===== config.mk =====
export PLATFORM = sky130hd
export DESIGN_NAME = mult_arbiter
export DESIGN_NICKNAME = d
export VERILOG_FILES = /design/src/rtl/mult_arbiter.sv
export SDC_FILE = /design/constraint.sdc
export NUM_CORES = 1
export LEC_CHECK = 0
export ABC_AREA = 1
export CORE_MARGIN = 4
export CORE_UTILIZATION = 30
export DETAILED_ROUTE_END_ITERATION = 6
export GPL_TIMING_DRIVEN = 0
export SYNTH_ARGS = -nofsm -noshare
export SYNTH_HDL_FRONTEND = slang
export SYNTH_SLANG_ARGS = --single-unit

===== constraint.sdc =====
create_clock -name CLK -period 7.13 [get_ports CLK]
set_input_delay 2.139 -clock CLK [delete_from_list [all_inputs] [get_ports CLK]]
set_output_delay 2.139 -clock CLK [all_outputs]
set_load 0.02 [all_outputs]

===== src/rtl/mult_arbiter.sv =====
// Purpose: round-robin share of one external combinational multiplier between two requesters.
// Latency: grant in cycle t, product sampled at end of t+LAT, RSP_VLD asserted from t+LAT+1.
// Backpressure: response held until RSP_RDY of the granted requester; no new grant until then.
module mult_arbiter #(
    parameter int N   = 32,
    parameter int LAT = 2
) (
    input  logic           CLK,
    input  logic           RST_n,
    input  logic [1:0]     REQ_VLD,
    output logic [1:0]     REQ_RDY,
    input  logic [N-1:0]   REQ_A0,
    input  logic [N-1:0]   REQ_B0,
    input  logic [N-1:0]   REQ_A1,
    input  logic [N-1:0]   REQ_B1,
    output logic [1:0]     RSP_VLD,
    input  logic [1:0]     RSP_RDY,
    output logic [2*N-1:0] RSP_Z,
    output logic [N-1:0]   MULT_A,
    output logic [N-1:0]   MULT_B,
    input  logic [2*N-1:0] MULT_Z,
    output logic           BUSY
);

    // Counter only has to hold LAT-1.
    localparam int CW = (LAT > 1) ? $clog2(LAT) : 1;

    typedef enum logic [1:0] {
        ST_IDLE = 2'd0,
        ST_BUSY = 2'd1,
        ST_DONE = 2'd2
    } state_t;

    state_t          state;
    state_t          state_nxt;
    logic [1:0]      rst_sync;
    logic            rst_int_n;
    logic [CW-1:0]   cnt;
    logic            gid;       // requester owning the operation in flight
    logic            last;      // requester granted most recently
    logic [1:0]      grant;

    // Reset asserts immediately, releases two clock edges after RST_n rises.
    always_ff @(posedge CLK or negedge RST_n) begin
        if (!RST_n) begin
            rst_sync <= 2'b00;
        end else begin
            rst_sync <= {rst_sync[0], 1'b1};
        end
    end

    assign rst_int_n = rst_sync[1];

    // State register.
    always_ff @(posedge CLK or negedge rst_int_n) begin
        if (!rst_int_n) begin
            state <= ST_IDLE;
        end else begin
            state <= state_nxt;
        end
    end

    // Arbitration, next state and handshake outputs.
    always_comb begin
        state_nxt = state;
        grant     = 2'b00;
        RSP_VLD   = 2'b00;
        unique case (state)
            ST_IDLE: begin
                // Grant is gated while the internal reset is still held.
                if (rst_int_n) begin
                    case (REQ_VLD)
                        2'b01:   grant = 2'b01;
                        2'b10:   grant = 2'b10;
                        2'b11:   grant = last ? 2'b01 : 2'b10;
                        default: grant = 2'b00;
                    endcase
                end
                if (grant != 2'b00) begin
                    state_nxt = ST_BUSY;
                end
            end
            ST_BUSY: begin
                if (cnt == '0) begin
                    state_nxt = ST_DONE;
                end
            end
            ST_DONE: begin
                RSP_VLD = gid ? 2'b10 : 2'b01;
                // Only the owning requester's ready counts.
                if (RSP_RDY[gid]) begin
                    state_nxt = ST_IDLE;
                end
            end
            default: state_nxt = ST_IDLE;
        endcase
    end

    assign REQ_RDY = grant;
    assign BUSY    = (state != ST_IDLE);

    // Operand capture on grant, latency count, product capture when the count expires.
    always_ff @(posedge CLK or negedge rst_int_n) begin
        if (!rst_int_n) begin
            MULT_A <= '0;
            MULT_B <= '0;
            RSP_Z  <= '0;
            cnt    <= '0;
            gid    <= 1'b0;
            last   <= 1'b1;
        end else begin
            if (state == ST_IDLE && grant != 2'b00) begin
                MULT_A <= grant[1] ? REQ_A1 : REQ_A0;
                MULT_B <= grant[1] ? REQ_B1 : REQ_B0;
                gid    <= grant[1];
                last   <= grant[1];
                cnt    <= CW'(LAT - 1);
            end else if (state == ST_BUSY) begin
                if (cnt == '0) begin
                    RSP_Z <= MULT_Z;
                end else begin
                    cnt <= cnt - 1'b1;
                end
            end
        end
    end

endmodule


Word level (Yosys, flattened, before mapping)
Index checks and enable logic that the tools add are counted.
{ "classes": {"mul": 0, "mux": 18, "eq_ne": 8, "bitwise": 2, "n_div": 0, "order_cmp": 1, "n_reduce_logical": 8, "n_shift": 0, "n_addsub": 1} }
{ "op_table": {"columns": ["op", "n"], "rows": [
  ["32-bit two-way mux", 2],
  ["2-bit two-way mux", 9],
  ["2-bit case mux with 3 select lines", 2],
  ["2-bit nonzero test", 4],
  ["2-bit equality test, second input constant", 3],
  ["2-bit inequality test, second input constant", 3],
  ["3-bit AND reduction", 2],
  ["1-bit two-way mux", 5],
  ["2-bit by 1-bit equality test with 1-bit output, second input constant", 2],
  ["2-bit logical NOT", 1],
  ["1-bit by 2-bit less-than comparator with 1-bit output, second input constant", 1],
  ["1-bit NOT", 2],
  ["1-bit logical AND", 1],
  ["1-bit subtractor, second input constant", 1]
]} }
{ "totals": {"wordCells": 46, "romBits": 0, "ram_bits": 0, "memories": 0, "reg_bits": 135, "out_inout_bits": 133, "input_bits": 198, "latch_bits": 0} }

Longest topological paths before layout
{ "depth": {"depth_word": 9, "ltp_mapped": 8} }

Worst setup path before layout
Ideal clock, no wire load.
{ "synth_path": {"path_type": "flip-flop to output port", "from": "reg rst_sync[1]", "to": "out REQ_RDY[1]", "arrival_ns": 4.093, "slack_ns": 0.898, "required_ns": 4.991, "path_stages_with_launch": 7, "path_cell_list": "dfrtp_1 nand2_1 inv_1 nand3_2 buf_4 buf_2 inv_1"} }
{ "synth_between": {"elab_chain_len": 3} }
{ "synth_rtl": {"columns": ["item", "line", "source"], "rows": [
  ["start, declared", "36", "logic [1:0] rst_sync;"],
  ["start signal, assigned", "48", "rst_sync <= {rst_sync[0], 1'b1};"],
  ["2-bit two-way mux", "71", "if (rst_int_n) begin"],
  ["2-bit two-way mux (2 in series)", "68", "unique case (state)"],
  ["end, declared", "11", "output logic [1:0] REQ_RDY,"]
]} }
No other way between the ends. The select of a mux whose other input is x is not followed.

Worst setup path in the final report
{ "layout_path": {"from": "in REQ_VLD[0]", "to": "out REQ_RDY[1]"} }
{ "layout_between": {"elab_chain_len": 5} }
{ "layout_rtl": {"columns": ["item", "line", "source"], "rows": [
  ["start, declared", "10", "input logic [1:0] REQ_VLD,"],
  ["2-bit equality test or 2-bit by 1-bit equality test with 1-bit output (tied branches)", "72", "case (REQ_VLD)"],
  ["2-bit case mux with 3 select lines (*)", "72", null],
  ["2-bit two-way mux (*)", "71", null],
  ["2-bit two-way mux (*) (2 in series)", "68", null]
]} }
Every way passes the cells marked *; elsewhere a longest branch is shown, timed or not. The select of a mux whose other input is x is not followed.

==> metrics.txt <==
# TYPE chip_impl_metric gauge
chip_impl_info{name="status",value="finished, final reports clean"} 1
chip_impl_info{name="hold_path.class",value="flip-flop to async pin"} 1
chip_impl_metric{name="cts_sinks",unit=""} 135
chip_impl_metric{name="postSynthCellCount",unit=""} 878
chip_impl_metric{name="ctsLongestPathBuffers",unit=""} 2
chip_impl_metric{name="port_buffers",unit=""} 330
chip_impl_metric{name="finalMaxSlewViolations",unit=""} 0
chip_impl_metric{name="post-route-period-util",unit=""} 0.873
chip_impl_info{name="main_synth_ff_type",value="sky130_fd_sc_hd__dfrtp_1"} 1
chip_impl_metric{name="setup_violations",unit=""} 0
chip_impl_metric{name="cts-htree-levels",unit=""} 4
chip_impl_metric{name="syn-cell-area",unit="um^2"} 6640
chip_impl_metric{name="die_h",unit="um"} 157
chip_impl_metric{name="post-route-drc-count",unit=""} 0
chip_impl_metric{name="die_x",unit="um"} 157
chip_impl_metric{name="p_leak",unit="nW"} 5.55
chip_impl_metric{name="synth_cell_type_count",unit=""} 16
chip_impl_metric{name="seq_area_frac_synth",unit=""} 0.509
chip_impl_metric{name="count_of_yosys_warnings_during_synthesis",unit=""} 0
chip_impl_metric{name="fin_worst_hold_slack",unit="ns"} 0.286
chip_impl_metric{name="critPathMaxFanout",unit=""} 10
chip_impl_metric{name="switchingPower",unit="mW"} 1.93
chip_impl_metric{name="critPathArrivalTime",unit="ns"} 4.09
chip_impl_info{name="cp_common_cell",value="sky130_fd_sc_hd__clkdlybuf4s50_1"} 1
chip_impl_metric{name="comb_power_share",unit=""} 0.505
chip_impl_metric{name="clk_pin_slew",unit="ns"} 0.07
chip_impl_metric{name="placement_rows",unit=""} 54
chip_impl_info{name="timing.critical_path.from_type",value="input pin"} 1
chip_impl_info{name="synth_top_cell_by_area",value="sky130_fd_sc_hd__dfrtp_1"} 1
chip_impl_metric{name="synthesis.area_per_instance",unit="um^2"} 7.56
chip_impl_metric{name="maximum_number_of_pins_on_one_net_before_global_route_repair",unit=""} 65
chip_impl_info{name="grt_setup_unrepaired",value="false"} 1
chip_impl_metric{name="grt_pass1_vias",unit=""} 6773
chip_impl_metric{name="initialDrtViolationCount",unit=""} 330
chip_impl_metric{name="cp.required",unit="ns"} 4.99
chip_impl_metric{name="ys_seq_elements",unit=""} 135
chip_impl_metric{name="critPathMaxStageDelay",unit="ns"} 0.60
chip_impl_metric{name="area_delta_synth_final",unit="%"} 65.3
chip_impl_metric{name="finalHoldViolations",unit=""} 0
chip_impl_info{name="slowest_stage",value="sky130_fd_sc_hd__clkdlybuf4s50_1"} 1
chip_impl_metric{name="timing.max_cap.violations",unit=""} 0
chip_impl_metric{name="grt_remaining_overflow",unit=""} 0
chip_impl_metric{name="routedWlPerCell",unit="um"} 16.6
chip_impl_metric{name="cts_hold_repair.buffers",unit=""} 0
chip_impl_metric{name="ant_nets",unit=""} 0
chip_impl_metric{name="finalWirelength",unit="um"} 25300
chip_impl_metric{name="finish.cell_count_without_fillers",unit=""} 1522
chip_impl_metric{name="clkLatencyLatePin",unit="ns"} 0.42
chip_impl_metric{name="max-slew-margin-rel",unit=""} 0.558
chip_impl_metric{name="grtUsageMet1",unit=""} 0.250
chip_impl_metric{name="numPlacedInstances",unit=""} 1490
chip_impl_metric{name="fmaxAchievable",unit="MHz"} 161
chip_impl_metric{name="num-nets-final",unit=""} 1427
chip_impl_info{name="gr-max-usage-layer",value="met2"} 1
chip_impl_metric{name="place_congestion",unit=""} 0.889
chip_impl_metric{name="initial_utilization",unit=""} 0.304
chip_impl_metric{name="power_per_cell_area",unit="nW/um^2"} 422
chip_impl_metric{name="detailed_placement_wirelength_estimate",unit="um"} 19400
chip_impl_info{name="yosys-top-cells-area",value="sky130_fd_sc_hd__dfrtp_1 (50%), sky130_fd_sc_hd__nand2_1 (15%), sky130_fd_sc_hd__nand3_1 (15%)"} 1
chip_impl_metric{name="grt.met3_usage",unit=""} 0.0783
chip_impl_metric{name="tmin_final",unit="ns"} 6.22
chip_impl_metric{name="cts-resized-gates",unit=""} 0
chip_impl_info{name="clock_tree.root_cell",value="sky130_fd_sc_hd__clkbuf_16"} 1
chip_impl_metric{name="antenna-diode-count",unit=""} 0
chip_impl_metric{name="post_drt_via_cell_ratio",unit=""} 4.63
chip_impl_metric{name="first_pass_grt_wire_length",unit="um"} 38400
chip_impl_metric{name="syn-num-nets",unit=""} 1076
chip_impl_metric{name="final.setup_skew",unit="ns"} 0.0128
chip_impl_metric{name="core",unit="um^2"} 21800
chip_impl_info{name="worstSetupEndpointType",value="primary output"} 1
chip_impl_info{name="synth_most_common_cell",value="sky130_fd_sc_hd__nand2_1"} 1
chip_impl_metric{name="post-synth-top-area-fraction",unit=""} 0.505
chip_impl_metric{name="edff_count_synth",unit=""} 0
chip_impl_metric{name="cts.repair_timing.setup_buffer_count",unit=""} 0
chip_impl_metric{name="top_level_ports",unit=""} 331
chip_impl_metric{name="first_pass_iters",unit=""} 4
chip_impl_metric{name="internal_power",unit="mW"} 2.70
chip_impl_metric{name="detailroute.via_count",unit=""} 7046
chip_impl_metric{name="antenna_found_initial",unit=""} 0
chip_impl_metric{name="async_flop_share",unit=""} 1.00
chip_impl_info{name="synth_commonest_cells",value="sky130_fd_sc_hd__nand2_1 (267), sky130_fd_sc_hd__nand3_1 (194), sky130_fd_sc_hd__inv_1 (137)"} 1
chip_impl_metric{name="netSwitchingFraction",unit=""} 0.417
chip_impl_metric{name="layout-drive-gt1-share",unit=""} 0.0531
chip_impl_metric{name="pwr-share-clk",unit=""} 0.203
chip_impl_info{name="cp_cell_sequence",value="clkdlybuf4s50_1, nand2_1, nand3_2, buf_4, buf_2, inv_1, clkdlybuf4s50_1"} 1
chip_impl_metric{name="design.die.area",unit="um^2"} 24600
chip_impl_metric{name="cts_made_buffers",unit=""} 17
chip_impl_metric{name="post-route-worst-setup-slack",unit="ns"} 0.905
chip_impl_metric{name="worst_pin_slew",unit="ns"} 0.663
chip_impl_info{name="tritoncts_clock_tree",value="done"} 1
chip_impl_metric{name="power.ir.vdd_worst",unit="mV"} 0.172
chip_impl_metric{name="groute.layer.met2.usage",unit=""} 0.325
chip_impl_info{name="critical_path_class",value="input pin to primary output"} 1
chip_impl_metric{name="post-place-ws",unit="ns"} 0.868
chip_impl_metric{name="pwr-share-seq",unit=""} 0.292
chip_impl_metric{name="groute.usage.overall",unit=""} 0.201
[path summary, 6_finish.rpt]
| check | cells past startpoint | slack [ns] | endpoint | startpoint |
|---|---|---|---|---|
| max in group asynchronous | 1 | 5.11 | rst_sync[1] | RST_n |
| worst min register to register | 0 | 0.29 | RSP_Z[39] | rst_sync[1] |
| worst max register to register | 9 | 4.42 | MULT_A[23] | rst_sync[1] |
| worst max-delay path | 7 | 0.91 | REQ_RDY[1] | REQ_VLD[0] |
| worst min-delay path | 0 | 0.29 | RSP_Z[39] | rst_sync[1] |
| min in group CLK | 0 | 0.36 | rst_sync[1] | rst_sync[0] |
[logic make-up after synthesis]
kind of cell           after synthesis  share of synthesized area
DFF                                135                      0.509
AOI/OAI and AO/OA                    3                    0.00226
buffers and inverters              207                      0.125
other                                1                   0.000565
and+or+nand+nor                    532                      0.363
[layer usage]
metal  share of wire  vias up
met2            0.46      296
met4           0.015        0
met3            0.11       21
li1                -     3485
met1            0.41     3244
met5               0        -
[power groups by stage]
stage | Sequential [mW] | Combinational [mW] | Clock, mW
4_1_cts | 1.35 | 2.37 | 0.962
2_1_floorplan | 1.77 | 0.761 | 0
3_5_place_dp | 1.36 | 2.36 | 0
6_report | 1.35 | 2.34 | 0.938
5_1_grt | 1.40 | 2.54 | 0.998
3_3_place_gp | 1.36 | 2.34 | 0
[stage by stage]
stage	util	instance area (um^2)	total power [mW]	setup TNS (ns)
after floorplan	-	6640	2.53	0
after global placement	0.472	10300	3.70	-2.40
after detailed placement	0.474	10400	3.72	0
after CTS	0.503	11000	4.68	0
after global routing	0.503	11000	4.94	0
final	0.503	11000	4.63	0
[registers in the layout, summed over array words and instances, names as in the netlist]
signal    cells
gid           1
rst_sync      2
RSP_Z        64
MULT_B       32
state         2
last          1
cnt           1
MULT_A       32
[final cells by class]
cell class / count / area (um^2)
Sequential cell: 135 / 3380
Multi-Input combinational cell: 536 / 2430
Clock inverter: 14 / 191
Fill cell: 2196 / 10900
Inverter: 137 / 514
Timing Repair Buffer: 332 / 3360
Clock buffer: 18 / 429
Buffer: 70 / 319
Tap cell: 280 / 350
[cell usage in the layout (no fill, tap or decap)]
cell type / n
sky130_fd_sc_hd__nand3_1: 194
sky130_fd_sc_hd__inv_1: 137
sky130_fd_sc_hd__buf_1: 8
sky130_fd_sc_hd__conb_1: 1
sky130_fd_sc_hd__buf_16: 2
sky130_fd_sc_hd__dfstp_2: 1
sky130_fd_sc_hd__dfrtp_4: 1
sky130_fd_sc_hd__inv_8: 3
sky130_fd_sc_hd__nand4_1: 64
sky130_fd_sc_hd__nand3_2: 1
sky130_fd_sc_hd__o21ai_0: 2
sky130_fd_sc_hd__clkinv_4: 4
sky130_fd_sc_hd__nand2_1: 267
sky130_fd_sc_hd__buf_4: 8
sky130_fd_sc_hd__clkdlybuf4s50_1: 330
sky130_fd_sc_hd__clkbuf_1: 34
sky130_fd_sc_hd__clkinvlp_4: 2
sky130_fd_sc_hd__o21ai_1: 1
sky130_fd_sc_hd__bufinv_16: 3
sky130_fd_sc_hd__buf_2: 21
sky130_fd_sc_hd__dfrtp_1: 133
sky130_fd_sc_hd__inv_6: 2
sky130_fd_sc_hd__nor2_2: 1
sky130_fd_sc_hd__nor2_1: 5
sky130_fd_sc_hd__clkbuf_16: 17
[worst max-delay path, delay by kind of cell]
| family | cells | cell delay, ns |
|---|---|---|
| buffers and inverters | 5 | 1.64 |
| and+or+nand+nor | 2 | 0.31 |
(Power assumes the default switching activity.)
